### src/rtl/fpga_reset_sequencer.sv
// Board reset/power sequencer: syncs inputs, debounces the reset button, powers the SD card,
// holds the SoC in reset, latches bootsel. Optional macro SDIO_PWR_CYCLE_EN power-cycles SD on button reset.
module fpga_reset_sequencer #(
  parameter int CNT_WIDTH       = 20,
  parameter int DEBOUNCE_CYCLES = 100000,
  parameter int SD_PWR_CYCLES   = 200000,
  parameter int RST_HOLD_CYCLES = 1000
) (
  input  logic       clk_i,
  input  logic       rst_ni,
  input  logic       clk_locked_i,
  input  logic       btn_reset_ni,
  input  logic       bootsel_i,
  output logic       soc_rst_no,
  output logic       jtag_trst_no,
  output logic       sdio_pwr_en_no,
  output logic       bootsel_o,
  output logic [2:0] state_o
);

  typedef enum logic [2:0] {
    WAIT_LOCK = 3'd0,
    PWR_UP    = 3'd1,
    HOLD      = 3'd2,
    RUN       = 3'd3,
    BTN_RST   = 3'd4
  } state_e;

  localparam logic [CNT_WIDTH-1:0] DB_LAST   = CNT_WIDTH'(DEBOUNCE_CYCLES - 1);
  localparam logic [CNT_WIDTH-1:0] SD_LAST   = CNT_WIDTH'(SD_PWR_CYCLES - 1);
  localparam logic [CNT_WIDTH-1:0] HOLD_LAST = CNT_WIDTH'(RST_HOLD_CYCLES - 1);

  logic [1:0]           lock_sync_q, lock_sync_d;
  logic [1:0]           btn_sync_q, btn_sync_d;
  logic [1:0]           boot_sync_q, boot_sync_d;
  logic                 btn_db_q, btn_db_d;
  logic [CNT_WIDTH-1:0] db_cnt_q, db_cnt_d;
  logic [CNT_WIDTH-1:0] cnt_q, cnt_d;
  state_e               state_q, state_d;
  logic                 soc_rst_q, soc_rst_d;
  logic                 jtag_trst_q, jtag_trst_d;
  logic                 sd_pwr_q, sd_pwr_d;
  logic                 bootsel_q, bootsel_d;
  logic                 locked;

  assign locked = lock_sync_q[1];

  always_comb begin
    lock_sync_d = {lock_sync_q[0], clk_locked_i};
    btn_sync_d  = {btn_sync_q[0], btn_reset_ni};
    boot_sync_d = {boot_sync_q[0], bootsel_i};

    // The debounce run restarts whenever the synced button agrees with the accepted state.
    btn_db_d = btn_db_q;
    db_cnt_d = '0;
    if (btn_sync_q[1] != btn_db_q) begin
      if (db_cnt_q == DB_LAST) btn_db_d = btn_sync_q[1];
      else                     db_cnt_d = db_cnt_q + 1'b1;
    end

    state_d   = state_q;
    cnt_d     = cnt_q;
    bootsel_d = bootsel_q;
    if (state_q != WAIT_LOCK && !locked) begin
      state_d = WAIT_LOCK;
      cnt_d   = '0;
    end else begin
      case (state_q)
        WAIT_LOCK: if (locked) begin
          state_d = PWR_UP;
          cnt_d   = SD_LAST;
        end
        PWR_UP: if (cnt_q == '0) begin
          state_d = HOLD;
          cnt_d   = HOLD_LAST;
        end else cnt_d = cnt_q - 1'b1;
        HOLD: if (cnt_q == '0) begin
          state_d   = RUN;
          bootsel_d = boot_sync_q[1];
        end else cnt_d = cnt_q - 1'b1;
        RUN: if (!btn_db_q) state_d = BTN_RST;
        BTN_RST: if (btn_db_q) begin
`ifdef SDIO_PWR_CYCLE_EN
          state_d = PWR_UP;
          cnt_d   = SD_LAST;
`else
          state_d = HOLD;
          cnt_d   = HOLD_LAST;
`endif
        end
        default: begin
          state_d = WAIT_LOCK;
          cnt_d   = '0;
        end
      endcase
    end

    // Outputs decode the next state so they flip together with state_o.
    soc_rst_d   = 1'b0;
    jtag_trst_d = 1'b0;
    sd_pwr_d    = 1'b1;
    case (state_d)
      PWR_UP: sd_pwr_d = 1'b0;
      HOLD: begin
        jtag_trst_d = 1'b1;
        sd_pwr_d    = 1'b0;
      end
      RUN: begin
        soc_rst_d   = 1'b1;
        jtag_trst_d = 1'b1;
        sd_pwr_d    = 1'b0;
      end
      BTN_RST: begin
        jtag_trst_d = 1'b1;
`ifdef SDIO_PWR_CYCLE_EN
        sd_pwr_d    = 1'b1;
`else
        sd_pwr_d    = 1'b0;
`endif
      end
      default: ;
    endcase
  end

  always_ff @(posedge clk_i or negedge rst_ni) begin
    if (!rst_ni) begin
      lock_sync_q <= 2'b00;
      btn_sync_q  <= 2'b11;
      boot_sync_q <= 2'b00;
      btn_db_q    <= 1'b1;
      db_cnt_q    <= '0;
      cnt_q       <= '0;
      state_q     <= WAIT_LOCK;
      soc_rst_q   <= 1'b0;
      jtag_trst_q <= 1'b0;
      sd_pwr_q    <= 1'b1;
      bootsel_q   <= 1'b0;
    end else begin
      lock_sync_q <= lock_sync_d;
      btn_sync_q  <= btn_sync_d;
      boot_sync_q <= boot_sync_d;
      btn_db_q    <= btn_db_d;
      db_cnt_q    <= db_cnt_d;
      cnt_q       <= cnt_d;
      state_q     <= state_d;
      soc_rst_q   <= soc_rst_d;
      jtag_trst_q <= jtag_trst_d;
      sd_pwr_q    <= sd_pwr_d;
      bootsel_q   <= bootsel_d;
    end
  end

  assign soc_rst_no     = soc_rst_q;
  assign jtag_trst_no   = jtag_trst_q;
  assign sdio_pwr_en_no = sd_pwr_q;
  assign bootsel_o      = bootsel_q;
  assign state_o        = state_q;

endmodule

### config.mk
export PLATFORM = sky130hd
export DESIGN_NAME = fpga_reset_sequencer
export DESIGN_NICKNAME = d
export VERILOG_FILES = /design/src/rtl/fpga_reset_sequencer.sv
export SDC_FILE = /design/constraint.sdc
export NUM_CORES = 1
export LEC_CHECK = 0
export ABC_CLOCK_PERIOD_IN_PS = 2000
export CORE_ASPECT_RATIO = 0.75
export CORE_MARGIN = 1
export CORE_UTILIZATION = 55
export CTS_CLUSTER_SIZE = 12
export DETAILED_ROUTE_END_ITERATION = 8
export PLACE_DENSITY = 0.81
export SETUP_SLACK_MARGIN = 0.2
export SLEW_MARGIN = 30
export SYNTH_ARGS = -nofsm -noshare
export SYNTH_HDL_FRONTEND = slang
export SYNTH_SLANG_ARGS = --single-unit
### constraint.sdc
create_clock -name clk_i -period 2 [get_ports clk_i]
set_input_delay 0.4 -clock clk_i [delete_from_list [all_inputs] [get_ports clk_i]]
set_output_delay 0.4 -clock clk_i [all_outputs]
set_load 0.05 [all_outputs]
==> impl_metrics.json, run 1 <==
{
  "status": "complete, but fails checks",
  "violations": "setup timing",
  "clockBufferDepth": 2,
  "final_cell_area_sq_um": 3831,
  "synth.area.top_cells": "dfrtp_1 42%, nor2_1 5.6%, xor2_1 5.1%",
  "avgSynthCellArea_sq_um": 9.291,
  "htreeDepth": 2,
  "place_hpwl_um": 5152,
  "cts_tree": "built",
  "gp_congestion": 0.9417,
  "yosysTopAreaCellShare": 0.4248,
  "maxCapViolCount": 0,
  "synth_xor_area_frac": 0.07137,
  "placed_cells": 434,
  "finalCriticalPeriod_ps": 2072,
  "ioPinCount": 12,
  "setup_tns_ps": -348.1,
  "slew_headroom": 0.6503,
  "worstMarginPinSlew_ps": 519.8,
  "vdd_drop_max_uv": 440.4,
  "power_density_nw_per_um2": 590.2,
  "dp_worst_setup_slack_ps": -112.5,
  "grt-ovfl-total": 0,
  "fin_crit_sh": 1.036,
  "wl_per_cell_um": 16.92,
  "cts_buffers": 5,
  "path_class": "reg2reg",
  "syn_area_sq_um": 2945,
  "grtUsageTotal": 0.2860,
  "synth-edff-count": 0,
  "grt_pass1_wl_um": 12360,
  "drv_slew": 0,
  "clkSlewWorstSetupHoldPaths_ps": 100,
  "start_util": 0.5879,
  "max_freq_mhz": 482.6,
  "synth_mux_area_frac": 0.003823,
  "synth_top_family_by_area": "simple AND/OR/NAND/NOR gates",
  "dr.pass1.iters": 5,
  "drive_gt1_frac": 0.3272,
  "ys_ff_latch": 54,
  "final.setup.worst_slack_ps": -72.27,
  "synthMostInstantiatedCell": "dfrtp_1",
  "synth-warning-count": 0,
  "clock-sinks": 54,
  "grt_max_degree": 38,
  "crit_path_start_kind": "flop",
  "yosysUniqueCellTypes": 57,
  "hold_path_class": "in2async",
  "antenna_left": 0,
  "end_kind": "flop",
  "clock_skew_ps": 10.92,
  "fin_nets": 386,
  "io_buffers": 11,
  "placed_area_sq_um": 3457,
  "finalNonFillerCells": 451,
  "synth_simple_gate_area_frac": 0.2630,
  "rsz0062_at_grt": "true",
  "cp.arrival_ps": 2260,
  "drtIter0Drc": 327,
  "synth_area_leader_cell": "dfrtp_1",
  "finalHoldViolCount": 0,
  "fin_hold_ws_ps": 20.16,
  "area_delta_synth_final_pct": 30.08,
  "dieHeight_um": 65.38,
  "async_flop_share": 1.000,
  "ys_seq_area_frac": 0.4605,
  "leakage_nw": 1.647,
  "die_area_sq_um": 5655,
  "core.rowCount": 22,
  "insertion_delay_ps": 310,
  "cts-root-buf": "clkbuf_8",
  "coreArea_sq_um": 5010,
  "synth_ff_type": "dfrtp_1",
  "hold_buffers": 0,
  "antenna-diode-count": 0,
  "synth_cells": 317,
  "finalSetupViolations": 12,
  "required_ps": 2190,
  "vias_per_cell": 6.027,
  "final_util": 0.7647,
  "num_vias": 2718,
  "synthTopCellsByCount": "50 x dfrtp_1, 44 x nor2_1, 25 x nand2_1",
  "die_w_um": 86.50,
  "synth_fa_ha_area_frac": 0.01274,
  "n_fill_cell": 338,
  "antenna_found_initial": 0,
  "routed_wl_um": 7633,
  "first_global_vias": 2504,
  "synth_fp_nets": 325,
  "power_mw": 2.261,
  "drc": 0,
  "cp_max_fo": 5,
  "synth_compound_area_frac": 0.1619
}
## worst max-delay path, cell delays in order, from the launching register on
cell      delay (ps)
dfrtp_1          390
or4_4            580
nand2b_4         210
or3_4            380
nor2_4           100
mux2_4           300
## placed cells by master (no fill, tap or decap), drive strengths merged, types with 7 or more instances in the layout
master,netlist,routed
a21oi,13,13
buf,5,58
dfrtp,50,50
inv,7,8
nand2,25,25
nand3,16,16
nor2,45,45
nor3,17,17
nor4,9,9
o21ai,23,23
xnor2,7,7
xor2,17,17
## routing by layer
| layer | part of all wire | up-vias | GRT usage | wire [um] |
|---|---|---|---|---|
| met4 | 0.020 | 0 | 0.09375 | 149 |
| met2 | 0.44 | 144 | 0.4087 | 3383 |
| met3 | 0.075 | 21 | 0.06281 | 570 |
| li1 | - | 1266 | - | - |
| met1 | 0.46 | 1287 | 0.4305 | 3529 |
| met5 | 0 | - | 0 | 0 |
## final cells by class
type,instances,area [sq um],share of cell area
multi-input combinational,246,1724,0.4500
clock inverter,3,25.02,0.006532
tap,72,90.09,0.02351
inverter,7,26.28,0.006858
timing repair buffer,64,538.0,0.1404
sequential,54,1359,0.3547
clock buffer,5,68.82,0.01796
## final timing paths
kind | cells past startpoint | end | start | slack [ps]
max | 5 | bootsel_o | cnt_q[10] | -70
min | 1 | cnt_q[1] | rst_ni | 20
max reg2reg | 5 | bootsel_o | cnt_q[10] | -70
min reg2reg | 0 | lock_sync_q[1] | lock_sync_q[0] | 360
max in group asynchronous | 2 | btn_db_q | rst_ni | 1380
min in group clk_i | 0 | lock_sync_q[1] | lock_sync_q[0] | 360
## cells by family (layout without fill, tap and decap cells)
kind of cell	Yosys count	count (layout)
DFF	54	54
xor gates and xnor gates	24	24
and+or+nand+nor	149	149
AOI/OAI and AO/OA	69	69
buffers and inverters	17	79
adders and majority gates	3	3
muxes	1	1
## power breakdown
| part | internal (mW) | total, mW | switching, mW | leakage (nW) |
|---|---|---|---|---|
| logic | 0.196 | 0.439 | 0.243 | 0.901 |
| clock network | 0.254 | 0.639 | 0.385 | 0.0447 |
| registers | 1.14 | 1.18 | 0.0475 | 0.702 |
## registers in the layout, summed over array words and instances (netlist names), 2 cells and up
signal,cells
cnt_q,20
db_cnt_q,20
state_o,3
boot_sync_q,2
btn_sync_q,2
lock_sync_q,2
## what timing repair did
item | in CTS | in global routing
gates resized for setup | 30 | 30
buffers inserted | 4 | 5
cloned | 0 | 0
pin swaps | 10 | 9
endpoints found under the setup margin | 31 | 45
Note: power is estimated with default switching activity, not from simulation.
==> run 2: changes to the inputs <==
--- a/config.mk
+++ b/config.mk
@@ -6,12 +6,15 @@
 export NUM_CORES = 1
 export LEC_CHECK = 0
 export ABC_CLOCK_PERIOD_IN_PS = 2000
+export CAP_MARGIN = 20
 export CORE_ASPECT_RATIO = 0.75
 export CORE_MARGIN = 1
 export CORE_UTILIZATION = 55
 export CTS_CLUSTER_SIZE = 12
 export DETAILED_ROUTE_END_ITERATION = 8
+export MAX_ROUTING_LAYER = met4
 export PLACE_DENSITY = 0.81
+export REMOVE_ABC_BUFFERS = 1
 export SETUP_SLACK_MARGIN = 0.2
 export SLEW_MARGIN = 30
 export SYNTH_ARGS = -nofsm -noshare
==> run 2 against run 1 <==
  * The run still ends with setup timing left
  * Wire length increased by 6.8%
  * Largest cell class unchanged
  * Highest routed layer unchanged
  * Sequential power about the same
  * Combinational power increased by 6.8%
  * Power increased by 5.1%
  * Critical path type unchanged
==> impl_metrics.json, run 2 (same netlist as run 1, synthesis figures left out) <==
{
  "status": "complete, but fails checks",
  "violations": "setup timing",
  "cp_max_fo": 7,
  "drtIter0Drc": 312,
  "pwr-share-comb": 0.197,
  "ioPinCount": 12,
  "vias_per_cell": 6.328,
  "insertion_delay_ps": 310,
  "coreArea_sq_um": 5010,
  "io_buffers": 11,
  "required_ps": 2200,
  "cp_slowest_stage_delay_ps": 590,
  "final_common_cell": "dfrtp_1",
  "dr.pass1.iters": 5,
  "hold_buffers": 0,
  "core.rowCount": 22,
  "max_freq_mhz": 473.1,
  "leakage_nw": 1.630,
  "gp_congestion": 0.9657,
  "cp.arrival_ps": 2320,
  "slew_headroom": 0.6568,
  "dp_worst_setup_slack_ps": -61.31,
  "num_vias": 2854,
  "grt_max_degree": 23,
  "cp_num_buf_inv": 2,
  "drv_slew": 0,
  "p_sw_mw": 0.6547,
  "finalNonFillerCells": 451,
  "dieHeight_um": 65.38,
  "grt_pass1_wl_um": 12780,
  "die_area_sq_um": 5655,
  "clkSlewWorstSetupHoldPaths_ps": 100,
  "htreeDepth": 2,
  "die_w_um": 86.50,
  "fin_nets": 386,
  "first_global_vias": 2632,
  "slowest_stage": "or4_4",
  "setup_tns_ps": -605.7,
  "crit_path_start_kind": "flop",
  "clock-sinks": 54,
  "antenna_left": 0,
  "fin_hold_ws_ps": 32.08,
  "register_area_sq_um": 1359,
  "finalHoldViolCount": 0,
  "maxCapViolCount": 0,
  "finalCriticalPeriod_ps": 2114,
  "antenna_found_initial": 0,
  "hold_path_class": "in2async",
  "start_util": 0.5879,
  "crit_chain": "or4_4 > nand2b_4 > buf_6 > o21ai_4 > buf_4 > nor2_1 > a211o_1",
  "cts_tree": "built",
  "path_class": "reg2reg",
  "power_density_nw_per_um2": 617.1,
  "power_frac_seq": 0.495,
  "switching_share": 0.2754,
  "drive_gt1_frac": 0.3193,
  "final_util": 0.7690,
  "antenna-diode-count": 0,
  "vdd_drop_max_uv": 373.1,
  "finalSetupViolations": 11,
  "n_fill_cell": 317,
  "cts-root-buf": "clkbuf_8",
  "grt-ovfl-total": 0,
  "multi_input_comb_area_sq_um": 1722,
  "drc": 0,
  "clockBufferDepth": 2,
  "clock_skew_ps": 7.568,
  "worstMarginPinSlew_ps": 510.1,
  "p_int_mw": 1.723,
  "routed_wl_um": 8153,
  "cp_top_family": "simple AND/OR/NAND/NOR gates",
  "grtUsageTotal": 0.3046,
  "area_delta_synth_final_pct": 30.80,
  "place_hpwl_um": 5223,
  "wl_per_cell_um": 18.08,
  "final_cell_mix": "48 x dfrtp_1, 46 x buf_4, 39 x nor2_1",
  "rsz0062_at_grt": "true",
  "clkPwrFrac": 0.308,
  "final.setup.worst_slack_ps": -113.7,
  "cts_buffers": 5,
  "end_kind": "flop",
  "placed_cells": 431,
  "fin_crit_sh": 1.057
}
-- run 2: changes by cell type in the layout (fill, tap and decap cells not counted), sizes merged --
cell and change:
or2 +1, clkdlybuf4s50 -1, bufinv +1, inv -1, clkinv -1, buf -1
clkbuf +1, dlygate4sd2 +1
-- run 2: timing repair --
item | in CTS | in global routing
endpoints found under the setup margin | 31 | 44
gates resized for setup | 44 | 26
setup buffers | 7 | 4
gates cloned | 0 | 1
pin swaps | 13 | 13
endpoints found under the hold margin | 0 | 0
-- run 2: layer usage --
metal | vias to the layer above | part of all wire | GRT usage
met5 | - | 0 | -
met4 | 0 | 0.015 | 0.09792
met3 | 23 | 0.082 | 0.04899
met2 | 170 | 0.48 | 0.4613
met1 | 1390 | 0.43 | 0.4235
li1 | 1271 | - | -
-- run 2: final cells by class --
class                      instances  area share
clock buffer                       6     0.01884
clock inverter                     2    0.009743
inverter                           7    0.006820
multi-input combinational        247      0.4469
sequential                        54      0.3527
tap                               72     0.02338
timing repair buffer              63      0.1416
-- run 2: worst reg2reg max path: stages (launching register included) --
cell and delay (ps):
dfrtp_1 400, or4_4 590, nand2b_4 180, buf_6 160, o21ai_4 220, buf_4 160
nor2_1 40, a211o_1 270
-- run 2: worst paths after layout --
| path | startpoint | endpoint | cells past startpoint | slack, ps |
|---|---|---|---|---|
| max in group asynchronous | rst_ni | sdio_pwr_en_no | 2 | 1300 |
| max reg2reg | cnt_q[10] | cnt_q[15] | 7 | -110 |
| min | rst_ni | cnt_q[17] | 1 | 30 |
| min in group clk_i | btn_sync_q[0] | btn_sync_q[1] | 0 | 360 |
| max | cnt_q[10] | cnt_q[15] | 7 | -110 |
| min reg2reg | btn_sync_q[0] | btn_sync_q[1] | 0 | 360 |
-- run 2: power by group through the flow --
stage                     Sequential, mW  Clock [mW]  Combinational [mW]
after floorplan                     1.21           0               0.175
after detailed placement            1.19           0               0.370
after CTS                           1.17       0.735               0.422
after global placement              1.19           0               0.361
final                               1.18       0.732               0.469
after global routing                1.18       0.784               0.502
-- run 2: metrics by stage --
stage	instance area (sq um)	power, mW
after global routing	3852	2.468
after floorplan	2893	1.381
after CTS	3717	2.332
final	3852	2.378
after detailed placement	3423	1.564
after global placement	3423	1.553
==> run 3: changes to the inputs <==
--- a/config.mk
+++ b/config.mk
@@ -9,11 +9,12 @@
 export CAP_MARGIN = 20
 export CORE_ASPECT_RATIO = 0.75
 export CORE_MARGIN = 1
-export CORE_UTILIZATION = 55
+export CORE_UTILIZATION = 40
 export CTS_CLUSTER_SIZE = 12
 export DETAILED_ROUTE_END_ITERATION = 8
+export HOLD_SLACK_MARGIN = 0.06
 export MAX_ROUTING_LAYER = met4
-export PLACE_DENSITY = 0.81
+export PLACE_DENSITY = 0.63
 export REMOVE_ABC_BUFFERS = 1
 export SETUP_SLACK_MARGIN = 0.2
 export SLEW_MARGIN = 30
==> run 3 against run 2 <==
  * The flow still finishes with violations (setup timing)
  * Power rose by 7.3%
  * Die area up 36%
  * Non-clock buffer count is 7 higher
  * Clock power grew 22%
  * Worst hold slack better by 34 ps
  * Design area grew 4.3%
  * Critical endpoint unchanged
  * Largest cell class unchanged
==> impl_metrics.json, run 3 (same netlist as run 1, synthesis figures left out) <==
{
  "n_fill_cell": 631,
  "placed_cells": 462,
  "antenna_left": 0,
  "grt_pass1_wl_um": 12590,
  "antenna_found_initial": 0,
  "finalCriticalPeriod_ps": 2050,
  "grt_max_degree": 55,
  "violations": "setup timing",
  "cp_slowest_stage_delay_ps": 560,
  "cts-root-buf": "clkbuf_8",
  "final_common_cell": "buf_4",
  "dieHeight_um": 76.32,
  "io_buffers": 11,
  "hold_path_class": "in2async",
  "die_area_sq_um": 7714,
  "power_frac_seq": 0.461,
  "cp_num_buf_inv": 2,
  "clock_skew_ps": 7.493,
  "status": "complete, but fails checks",
  "drc": 0,
  "placed_area_sq_um": 3506,
  "wl_per_cell_um": 16.29,
  "insertion_delay_ps": 310,
  "rsz0062_at_grt": "true",
  "area_delta_synth_final_pct": 36.45,
  "p_int_mw": 1.893,
  "reg2regPathDepth": 7,
  "antenna-diode-count": 0,
  "drive_gt1_frac": 0.3472,
  "p_sw_mw": 0.6574,
  "rr_startpoint": "cnt_q[10]",
  "r2r_end": "cnt_q[15]",
  "final_cell_mix": "53 x buf_4, 49 x dfrtp_1, 38 x nor2_1",
  "setup_tns_ps": -267.4,
  "core.rowCount": 26,
  "crit_chain": "or4_4 > nand2b_4 > buf_8 > o21ai_4 > buf_6 > nor2_2 > a211o_1",
  "start_util": 0.4231,
  "slew_headroom": 0.6558,
  "dr.pass1.iters": 5,
  "coreArea_sq_um": 6962,
  "ff2ff_setup_slack_ps": -50,
  "crit_path_start_kind": "flop",
  "cts_tree": "built",
  "grtUsageTotal": 0.2142,
  "hold_buffers": 0,
  "clock-sinks": 54,
  "die_w_um": 101.1,
  "leakage_nw": 1.699,
  "maxCapViolCount": 0,
  "end_kind": "flop",
  "grt-ovfl-total": 0,
  "final_cell_area_sq_um": 4019,
  "finalSetupViolations": 12,
  "worstMarginPinSlew_ps": 511.6,
  "first_global_vias": 2455,
  "pwr-share-comb": 0.188,
  "cts_buffers": 5,
  "place_hpwl_um": 5318,
  "finalHoldViolCount": 0,
  "num_vias": 2684,
  "path_class": "reg2reg",
  "power_density_nw_per_um2": 634.6,
  "cp_max_fo": 7,
  "vias_per_cell": 5.545,
  "cp_top_family": "simple AND/OR/NAND/NOR gates",
  "clkSlewWorstSetupHoldPaths_ps": 100,
  "clockBufferDepth": 2,
  "fin_nets": 393,
  "final.setup.worst_slack_ps": -50.03,
  "drtIter0Drc": 154,
  "drv_slew": 0,
  "switching_share": 0.2578,
  "ioPinCount": 12,
  "required_ps": 2200,
  "clkPwrFrac": 0.351,
  "finalNonFillerCells": 484,
  "max_freq_mhz": 487.8,
  "gp_congestion": 0.9131,
  "vdd_drop_max_uv": 283.7,
  "fin_crit_sh": 1.025,
  "slowest_stage": "or4_4",
  "htreeDepth": 2,
  "cp.arrival_ps": 2250,
  "routed_wl_um": 7882
}
==> run 3: per-stage QoR <==
step           utilization  power [mW]  hold WS [ps]  worst slack (ps)
3_5_place_dp        0.5036       1.568         339.7            -119.2
2_1_floorplan            -       1.381         104.4            -290.2
5_1_grt             0.5773       2.679         81.54            -134.7
4_1_cts             0.5435       2.506         76.19            -44.18
3_3_place_gp        0.5036       1.563         332.1            -124.9
6_report            0.5773       2.550         66.19            -50.03
==> run 3: final cells by class <==
class / instances / area, sq um / area share
Multi-Input combinational cell: 247 / 1759 / 0.4377
Inverter: 7 / 26.28 / 0.006538
Clock buffer: 6 / 82.58 / 0.02055
Timing Repair Buffer: 70 / 610.6 / 0.1519
Sequential cell: 54 / 1358 / 0.3378
Clock inverter: 2 / 60.06 / 0.01494
Tap cell: 98 / 122.6 / 0.03051
==> run 3: timing repair <==
item / in CTS / in global routing
gates cloned: 0 / 1
gates resized for setup: 36 / 42
endpoints found under the setup margin: 33 / 44
pin swaps: 11 / 21
buffers inserted: 6 / 7
==> run 3: worst max-delay path by stage <==
stage | startpoint | endpoint | slack, ps | cells after the start
after floorplan | state_o[0] | cnt_q[12] | -290 | 5
after global placement | cnt_q[10] | cnt_q[2] | -120 | 7
after detailed placement | cnt_q[10] | cnt_q[4] | -120 | 7
after CTS | cnt_q[10] | bootsel_o | -40 | 5
after global routing | cnt_q[10] | cnt_q[4] | -130 | 8
final | cnt_q[10] | cnt_q[15] | -50 | 7
==> run 3: power groups by stage <==
stage	clock [mW]	sequential [mW]	combinational, mW
after floorplan	0	1.21	0.175
after global placement	0	1.19	0.372
after detailed placement	0	1.19	0.375
after CTS	0.919	1.17	0.415
after global routing	0.976	1.18	0.521
final	0.895	1.18	0.479
==> run 3: per-layer routing <==
layer | share of wire | up-vias | track usage
met1 | 0.50 | 1315 | 0.3331
met4 | 0.0062 | 0 | 0.05072
li1 | - | 1280 | -
met5 | 0 | - | -
met2 | 0.43 | 85 | 0.2803
met3 | 0.061 | 4 | 0.04220
